--- src/rtl/ysyx_25030081_ifu.sv ---
// Instruction-fetch sequencer: owns the PC and moves one instruction at a time through fetch, issue, execute and commit.
// Optional IFU_MISALIGN_TRAP_EN: a misaligned commit target faults instead of being silently aligned.
module ysyx_25030081_ifu #(
  parameter int                    DATA_WIDTH = 32,
  parameter logic [DATA_WIDTH-1:0] RESET_PC   = 32'h8000_0000
) (
  input  logic                  clk,
  input  logic                  rst_n,
  output logic                  imem_req_valid,
  input  logic                  imem_req_ready,
  output logic [DATA_WIDTH-1:0] imem_addr,
  input  logic                  imem_rsp_valid,
  input  logic [DATA_WIDTH-1:0] imem_rsp_data,
  input  logic                  imem_rsp_err,
  output logic                  inst_valid,
  input  logic                  inst_ready,
  output logic [DATA_WIDTH-1:0] inst,
  output logic [DATA_WIDTH-1:0] pc,
  input  logic                  commit_valid,
  input  logic [DATA_WIDTH-1:0] commit_next_pc,
  output logic                  fetch_fault,
  output logic [63:0]           retire_cnt
);

  // state | meaning
  // REQ   | fetch request presented at pc, waiting for acceptance
  // WAIT  | request accepted, waiting for the response pulse
  // ISSUE | instruction offered to decode
  // EXEC  | instruction in flight, waiting for commit
  // FAULT | bus error (or misaligned target) seen; parked until reset
  localparam logic [2:0] S_REQ   = 3'd0;
  localparam logic [2:0] S_WAIT  = 3'd1;
  localparam logic [2:0] S_ISSUE = 3'd2;
  localparam logic [2:0] S_EXEC  = 3'd3;
  localparam logic [2:0] S_FAULT = 3'd4;

  localparam logic [DATA_WIDTH-1:0] ALIGN_MASK = {{(DATA_WIDTH-2){1'b1}}, 2'b00};

  logic [2:0]            state;
  logic [DATA_WIDTH-1:0] pc_q;
  logic [DATA_WIDTH-1:0] inst_q;
  logic [63:0]           retire_q;
  logic [DATA_WIDTH-1:0] next_pc_aligned;
  logic                  next_pc_misaligned;

  assign next_pc_aligned    = commit_next_pc & ALIGN_MASK;
  assign next_pc_misaligned = (commit_next_pc & ~ALIGN_MASK) != '0;

  always_ff @(posedge clk or negedge rst_n) begin
    if (!rst_n) begin
      state    <= S_REQ;
      pc_q     <= RESET_PC;
      inst_q   <= '0;
      retire_q <= '0;
    end else begin
      case (state)
        S_REQ: begin
          if (imem_req_ready) state <= S_WAIT;
        end
        S_WAIT: begin
          if (imem_rsp_valid) begin
            if (imem_rsp_err) begin
              state <= S_FAULT;
            end else begin
              inst_q <= imem_rsp_data;
              state  <= S_ISSUE;
            end
          end
        end
        S_ISSUE: begin
          if (inst_ready) state <= S_EXEC;
        end
        S_EXEC: begin
          if (commit_valid) begin
            // the instruction did complete, so it counts even if its target faults
            retire_q <= retire_q + 64'd1;
`ifdef IFU_MISALIGN_TRAP_EN
            if (next_pc_misaligned) begin
              state <= S_FAULT;
            end else begin
              pc_q  <= next_pc_aligned;
              state <= S_REQ;
            end
`else
            pc_q  <= next_pc_aligned;
            state <= S_REQ;
`endif
          end
        end
        S_FAULT: state <= S_FAULT;
        default: state <= S_FAULT;
      endcase
    end
  end

`ifndef IFU_MISALIGN_TRAP_EN
  logic unused_misaligned;
  assign unused_misaligned = next_pc_misaligned;
`endif

  // every output is a register or a pure decode of state
  assign imem_req_valid = (state == S_REQ);
  assign imem_addr      = pc_q;
  assign inst_valid     = (state == S_ISSUE);
  assign inst           = inst_q;
  assign pc             = pc_q;
  assign fetch_fault    = (state == S_FAULT);
  assign retire_cnt     = retire_q;

endmodule

--- config.mk ---
export PLATFORM = sky130hd
export DESIGN_NAME = ysyx_25030081_ifu
export DESIGN_NICKNAME = d
export VERILOG_FILES = /design/src/rtl/ysyx_25030081_ifu.sv
export SDC_FILE = /design/constraint.sdc
export NUM_CORES = 1
export LEC_CHECK = 0
export CORE_MARGIN = 2
export CORE_UTILIZATION = 48
export CTS_BUF_LIST = sky130_fd_sc_hd__clkbuf_8
export CTS_CLUSTER_DIAMETER = 30
export DETAILED_ROUTE_END_ITERATION = 8
export PLACE_DENSITY = 0.84
export SLEW_MARGIN = 20
export SYNTH_ARGS = -nofsm -noshare
export SYNTH_HDL_FRONTEND = slang
export SYNTH_SLANG_ARGS = --single-unit
--- constraint.sdc ---
create_clock -name clk -period 5.3 [get_ports clk]
set_clock_uncertainty 0.15 [all_clocks]
set_input_delay 0.795 -clock clk [delete_from_list [all_inputs] [get_ports clk]]
set_output_delay 0.795 -clock clk [all_outputs]
set_load 0.05 [all_outputs]
==> flow_summary.toml, run 1 <==
[layout]
final_nets = 812
diodes = 0
instances_no_fill = 894
final_area_um2 = 8290
synthToLayoutAreaGrowth_pct = 44.1
n_fill_cell = 811
drive_gt1_share_pct = 9.72

[yosys]
netlist_top_cells_area = "dfrtp_1 (56%), nand2_1 (8.2%), mux2_2 (6.3%), xor2_1 (5.3%), buf_4 (4.4%)"
synthArstFlopShare_pct = 100
synth_top_area_cell = "dfrtp_1"
synth_top_cell_area_share_pct = 55.7
synth.avg_cell_area_um2 = 10.7
ys_warn_count = 0
synth_cell_types = 36
synth_ff_type = "dfrtp_1"
syn_inst = 537
ys_ff_latch = 129
syn-cell-area_um2 = 5750
synth_seq_area_share_pct = 56.1
synth_edf_count = 0

[floorplan]
ios = 234
die-area_um2 = 12900
die_w_um = 113
rows = 39
initial_utilization_pct = 49.7
die_height_um = 113
coreArea_um2 = 11600

[timing]
drv_slew = 0
fin_crit_ps = 3010
slew-limit-headroom_pct = 43.1
worst_slew_pin_slew_ps = 846
setup_viol = 0
tns_ps = 0
finalHoldViolCount = 0
rsz0062_at_grt = "false"
period_share_pct = 56.8
fin_ws_ps = 2290
fmax_mhz = 332

[detailed_routing]
ant_nets = 0
avgViaCountPerCell = 5.30
wl_per_cell_um = 17.3
dr.pass1.iters = 5
drt-total-wl_um = 15500
drt_iter0_drc = 267
route.detailed.drc = 0
vias = 4738

[power_and_ir_drop]
p_total_w = 0.00362
p_leak_nw = 3.84
p_per_area_nw_per_um2 = 436
ir_drop_v = 0.000357

[global_routing]
grt_pass1_wl_um = 24600
antenna_found_initial = 0
overflow = 0
grt_pass1_vias = 4764
grt_max_degree = 56
grt_use_total_pct = 24.7

[placed_design]
portBuffers = 227
dp_slack_ps = 1860
place_hpwl_um = 11300
placedCellCount = 864
gp_congestion = 0.832
place_area_um2 = 7930

[clock_network]
cts_setup_buffers = 0
hold_buffers = 0
cts_max_path_buffers = 2
htreeDepth = 4
ctsResizeCount = 0
clk_latency_ps = 440
tritoncts = "yes"
clkSlewWorstSetupHoldPaths_ps = 70
cts-root-buf = "clkbuf_8"
cts_buffers = 17
cts_sinks = 129

[critical_path]
cp_max_fo = 8
critPathRequiredTime_ps = 4360
cp.arrival_ps = 2070
start_kind = "flop"
ff2ff_setup_slack_ps = 2450
reg2reg_from = "retire_cnt[12]$_DFFE_PN0P_"
end_kind = "primary output"
r2r_cells = 5
r2r_end = "retire_cnt[58]$_DFFE_PN0P_"
critPathKind = "reg -> out"

[job]
cap_violations = 0

[min_path]
min_path_type = "in -> async"

[run_status]
status = "complete, no violations"
sequential cells by signal, summed over array words and instances (netlist names):
register and flops:
imem_addr 30, inst 32, retire_cnt 64, state 3
Yosys cell counts, types with 9 or more instances:
| cell | number |
|---|---|
| buf_4 | 34 |
| clkbuf_1 | 12 |
| dfrtp_1 | 128 |
| inv_1 | 9 |
| mux2_2 | 32 |
| nand2_1 | 125 |
| nand3_1 | 22 |
| nand4_1 | 20 |
| nor2_1 | 25 |
| nor3_1 | 21 |
| nor4_1 | 11 |
| xnor2_1 | 28 |
| xor2_1 | 35 |
cell type report:
cell class / count / area, um^2 / share of cell area, %
clock buffer: 19 / 262 / 3.16
clock inverter: 11 / 100 / 1.21
inverter: 9 / 33.8 / 0.408
multi-input combinational: 350 / 2170 / 26.2
sequential: 129 / 3230 / 39.0
tap: 143 / 179 / 2.16
timing repair buffer: 233 / 2310 / 27.9
cells in the final DEF, fill, tap and decap left out, drive strengths merged, types with 19 or more instances in the layout:
cell type,netlist,layout
nand2,125,125
nand3,22,22
nor3,21,21
nor2,25,25
clkbuf,12,19
xnor2,28,28
clkdlybuf4s50,0,226
mux2,32,32
nand4,22,22
xor2,35,35
dfrtp,128,128
cell families (layout without fill, tap and decap cells):
family / Yosys count / in the layout / share of synthesized area (%)
adders and majority gates: 1 / 1 / 0.217
DFF: 129 / 129 / 56.1
and+or+nand+nor: 246 / 246 / 20.7
other: 1 / 4 / 0.0652
AOI/OAI and AO/OA: 4 / 4 / 0.544
xor gates and xnor gates: 63 / 63 / 9.59
muxes: 32 / 32 / 6.27
buffers and inverters: 61 / 272 / 6.44
report_power, final:
| part | switching, W | internal, W | total, W | leakage, nW |
|---|---|---|---|---|
| registers | 0.000128 | 0.00116 | 0.00129 | 1.71 |
| clock network | 0.000362 | 0.000426 | 0.000788 | 0.206 |
| logic | 0.00102 | 0.000525 | 0.00154 | 1.92 |
through the flow:
step,hold WS [ps],util [%]
2_1_floorplan,349,-
3_3_place_gp,307,68.5
3_5_place_dp,315,68.5
4_1_cts,188,71.7
5_1_grt,236,71.7
6_report,209,71.7
worst max-delay path: stages (launching register included):
cell and delay [ps]:
dfrtp_1 480, inv_1 140, nor3_1 150, clkdlybuf4s50_1 860
worst max path at each step:
stage | slack, ps | depth (start not counted) | end | startpoint
2_1_floorplan | 2630 | 2 | fetch_fault | state[2]$_DFFE_PN0P_
3_3_place_gp | 1990 | 6 | retire_cnt[43]$_DFFE_PN0P_ | commit_valid
3_5_place_dp | 1860 | 6 | retire_cnt[49]$_DFFE_PN0P_ | commit_valid
4_1_cts | 2250 | 2 | fetch_fault | state[0]$_DFFE_PN0P_
5_1_grt | 2090 | 6 | retire_cnt[43]$_DFFE_PN0P_ | commit_valid
6_report | 2290 | 3 | inst_valid | state[1]$_DFFE_PN0P_
per-layer routing:
layer  global-route usage [%]  vias to the layer above  part of all wire, %
li1                         -                     2161                    -
met5                        0                        -                    0
met4                     10.7                        0                  2.5
met3                     7.07                       32                  6.3
met1                     29.7                     2344                   40
met2                     41.6                      201                   52
Note: power is estimated with default switching activity, not from simulation.
==> run 2: changes to the inputs <==
--- a/config.mk
+++ b/config.mk
@@ -6,11 +6,11 @@
 export NUM_CORES = 1
 export LEC_CHECK = 0
 export CORE_MARGIN = 2
-export CORE_UTILIZATION = 48
+export CORE_UTILIZATION = 45
 export CTS_BUF_LIST = sky130_fd_sc_hd__clkbuf_8
 export CTS_CLUSTER_DIAMETER = 30
 export DETAILED_ROUTE_END_ITERATION = 8
-export PLACE_DENSITY = 0.84
+export PLACE_DENSITY = 0.79
 export SLEW_MARGIN = 20
 export SYNTH_ARGS = -nofsm -noshare
 export SYNTH_HDL_FRONTEND = slang
==> constraint.sdc (replaced) <==
create_clock -name clk -period 3 [get_ports clk]
set_clock_uncertainty 0.15 [all_clocks]
set_input_delay 0.45 -clock clk [delete_from_list [all_inputs] [get_ports clk]]
set_output_delay 0.45 -clock clk [all_outputs]
set_load 0.05 [all_outputs]
==> run 2 against run 1 <==
  * Combinational power grew 77%
  * Cell count is 4.3% higher
  * Routed wire length is 4.1% lower
  * First-iteration DRC count fell by 7.9%
  * Total power increased by 75%
  * Global-route usage shrank 1.7 points
  * Sequential share of layout area shrank 0.51 points
==> flow_summary.toml, run 2 (synthesis gave the netlist of run 1 again) <==
[timing]
timing.hold.ws_ps = 319
rsz0062_at_grt = "false"
period_share_pct = 88.9
fmax_mhz = 375
fin_crit_ps = 2670
drv_slew = 0
worst_slew_pin_slew_ps = 655
finalHoldViolCount = 0
tns_ps = 0
slew-limit-headroom_pct = 56.3
setup_viol = 0

[placed_design]
place_area_um2 = 8030
gp_congestion = 0.841
portBuffers = 227
placedCellCount = 900
place_hpwl_um = 11200

[detailed_routing]
drt-total-wl_um = 14900
ant_nets = 0
route.detailed.drc = 0
drt_iter0_drc = 246
vias = 4629
wl_per_cell_um = 16.0
avgViaCountPerCell = 4.97
dr.pass1.iters = 4

[run_status]
status = "complete, no violations"

[floorplan]
initial_utilization_pct = 45.8
rows = 41
die-area_um2 = 13700
die_w_um = 117
coreArea_um2 = 12600
die_height_um = 117
ios = 234

[layout]
diodes = 0
largest_reg_flops = 64
final_nets = 820
fin_util_pct = 66.8
final_area_um2 = 8400
mostFrequentLayoutCell = "clkdlybuf4s50_1"
synthToLayoutAreaGrowth_pct = 46.0
final_cell_mix = "clkdlybuf4s50_1 (226), dfrtp_1 (128), nand2_1 (125)"
drive_gt1_share_pct = 10.5
instances_no_fill = 932

[power_and_ir_drop]
ir_drop_v = 0.000648
p_leak_nw = 3.88
p_per_area_nw_per_um2 = 752

[min_path]
min_to = "imem_addr[31]$_DFFE_PN1P_"
hold-path-cell-count = 2
hold_path.startpoint = "imem_addr[31]$_DFFE_PN1P_"
min_path_type = "reg -> reg"

[critical_path]
reg2reg_from = "retire_cnt[36]$_DFFE_PN0P_"
start_kind = "flop"
critPathKind = "reg -> out"
ff2ff_setup_slack_ps = 450
r2r_end = "retire_cnt[60]$_DFFE_PN0P_"
critPathRequiredTime_ps = 2400
crit_start = "state[0]$_DFFE_PN0P_"
cp_max_fo = 11
end_kind = "primary output"
r2r_cells = 5
cp.arrival_ps = 2070

[job]
cap_violations = 0

[clock_network]
tritoncts = "yes"
cts_max_path_buffers = 2
cts_buffers = 17
clkSlewWorstSetupHoldPaths_ps = 70
clk_latency_ps = 440
htreeDepth = 4
cts-root-buf = "clkbuf_8"
cts_sinks = 129

[global_routing]
overflow = 0
grt_max_degree = 61
antenna_found_initial = 0
grt_pass1_wl_um = 23800
grt_pass1_vias = 4666
grt_use_total_pct = 22.9
## run 2: timing repair
item,CTS,global route
hold buffers,1,0
resized for setup,0,0
endpoints found under the hold margin,48,0
setup endpoints to repair,0,0
setup buffers,0,0
## run 2: how the worst max path moves through the flow
stage                                       to  cells after the start
finish                             fetch_fault                      2
global route                        inst_valid                      3
CTS                                 inst_valid                      3
detailed placement  retire_cnt[49]$_DFFE_PN0P_                      8
global placement    retire_cnt[49]$_DFFE_PN0P_                      8
floorplan           retire_cnt[60]$_DFFE_PN0P_                      7
## run 2: area by class of cell
cell class | instances | area, um^2
clock buffers | 21 | 289
repair buffers | 241 | 2390
fillers | 987 | 4170
clock inverters | 10 | 71.3
well taps | 172 | 215
multi-input cells | 350 | 2170
inverters | 9 | 33.8
flip-flops and latches | 129 | 3230
## run 2: through the flow
stage                     power (W)  setup WS [ps]
after global routing        0.00657            209
after CTS                   0.00638            298
after global placement      0.00498            329
after floorplan             0.00410            349
after detailed placement    0.00503            258
final                       0.00632            333
## run 2: critical path, cell delays in order, from the launching register on
cell             delay (ps)
dfrtp_1                 500
nor3b_1                 260
clkdlybuf4s50_1         870
## run 2: layer usage
| metal | up-vias | wire length [um] | global-route usage (%) |
|---|---|---|---|
| li1 | 2178 | - | - |
| met1 | 2261 | 6110 | 27.5 |
| met2 | 162 | 7430 | 38.5 |
| met3 | 28 | 954 | 6.75 |
| met4 | 0 | 379 | 10.0 |
| met5 | - | 0 | 0 |
## run 2: power breakdown
group          internal (W)  switching, W
clock              0.000718      0.000609
sequential          0.00205      0.000220
combinational      0.000930       0.00179
total               0.00369       0.00262
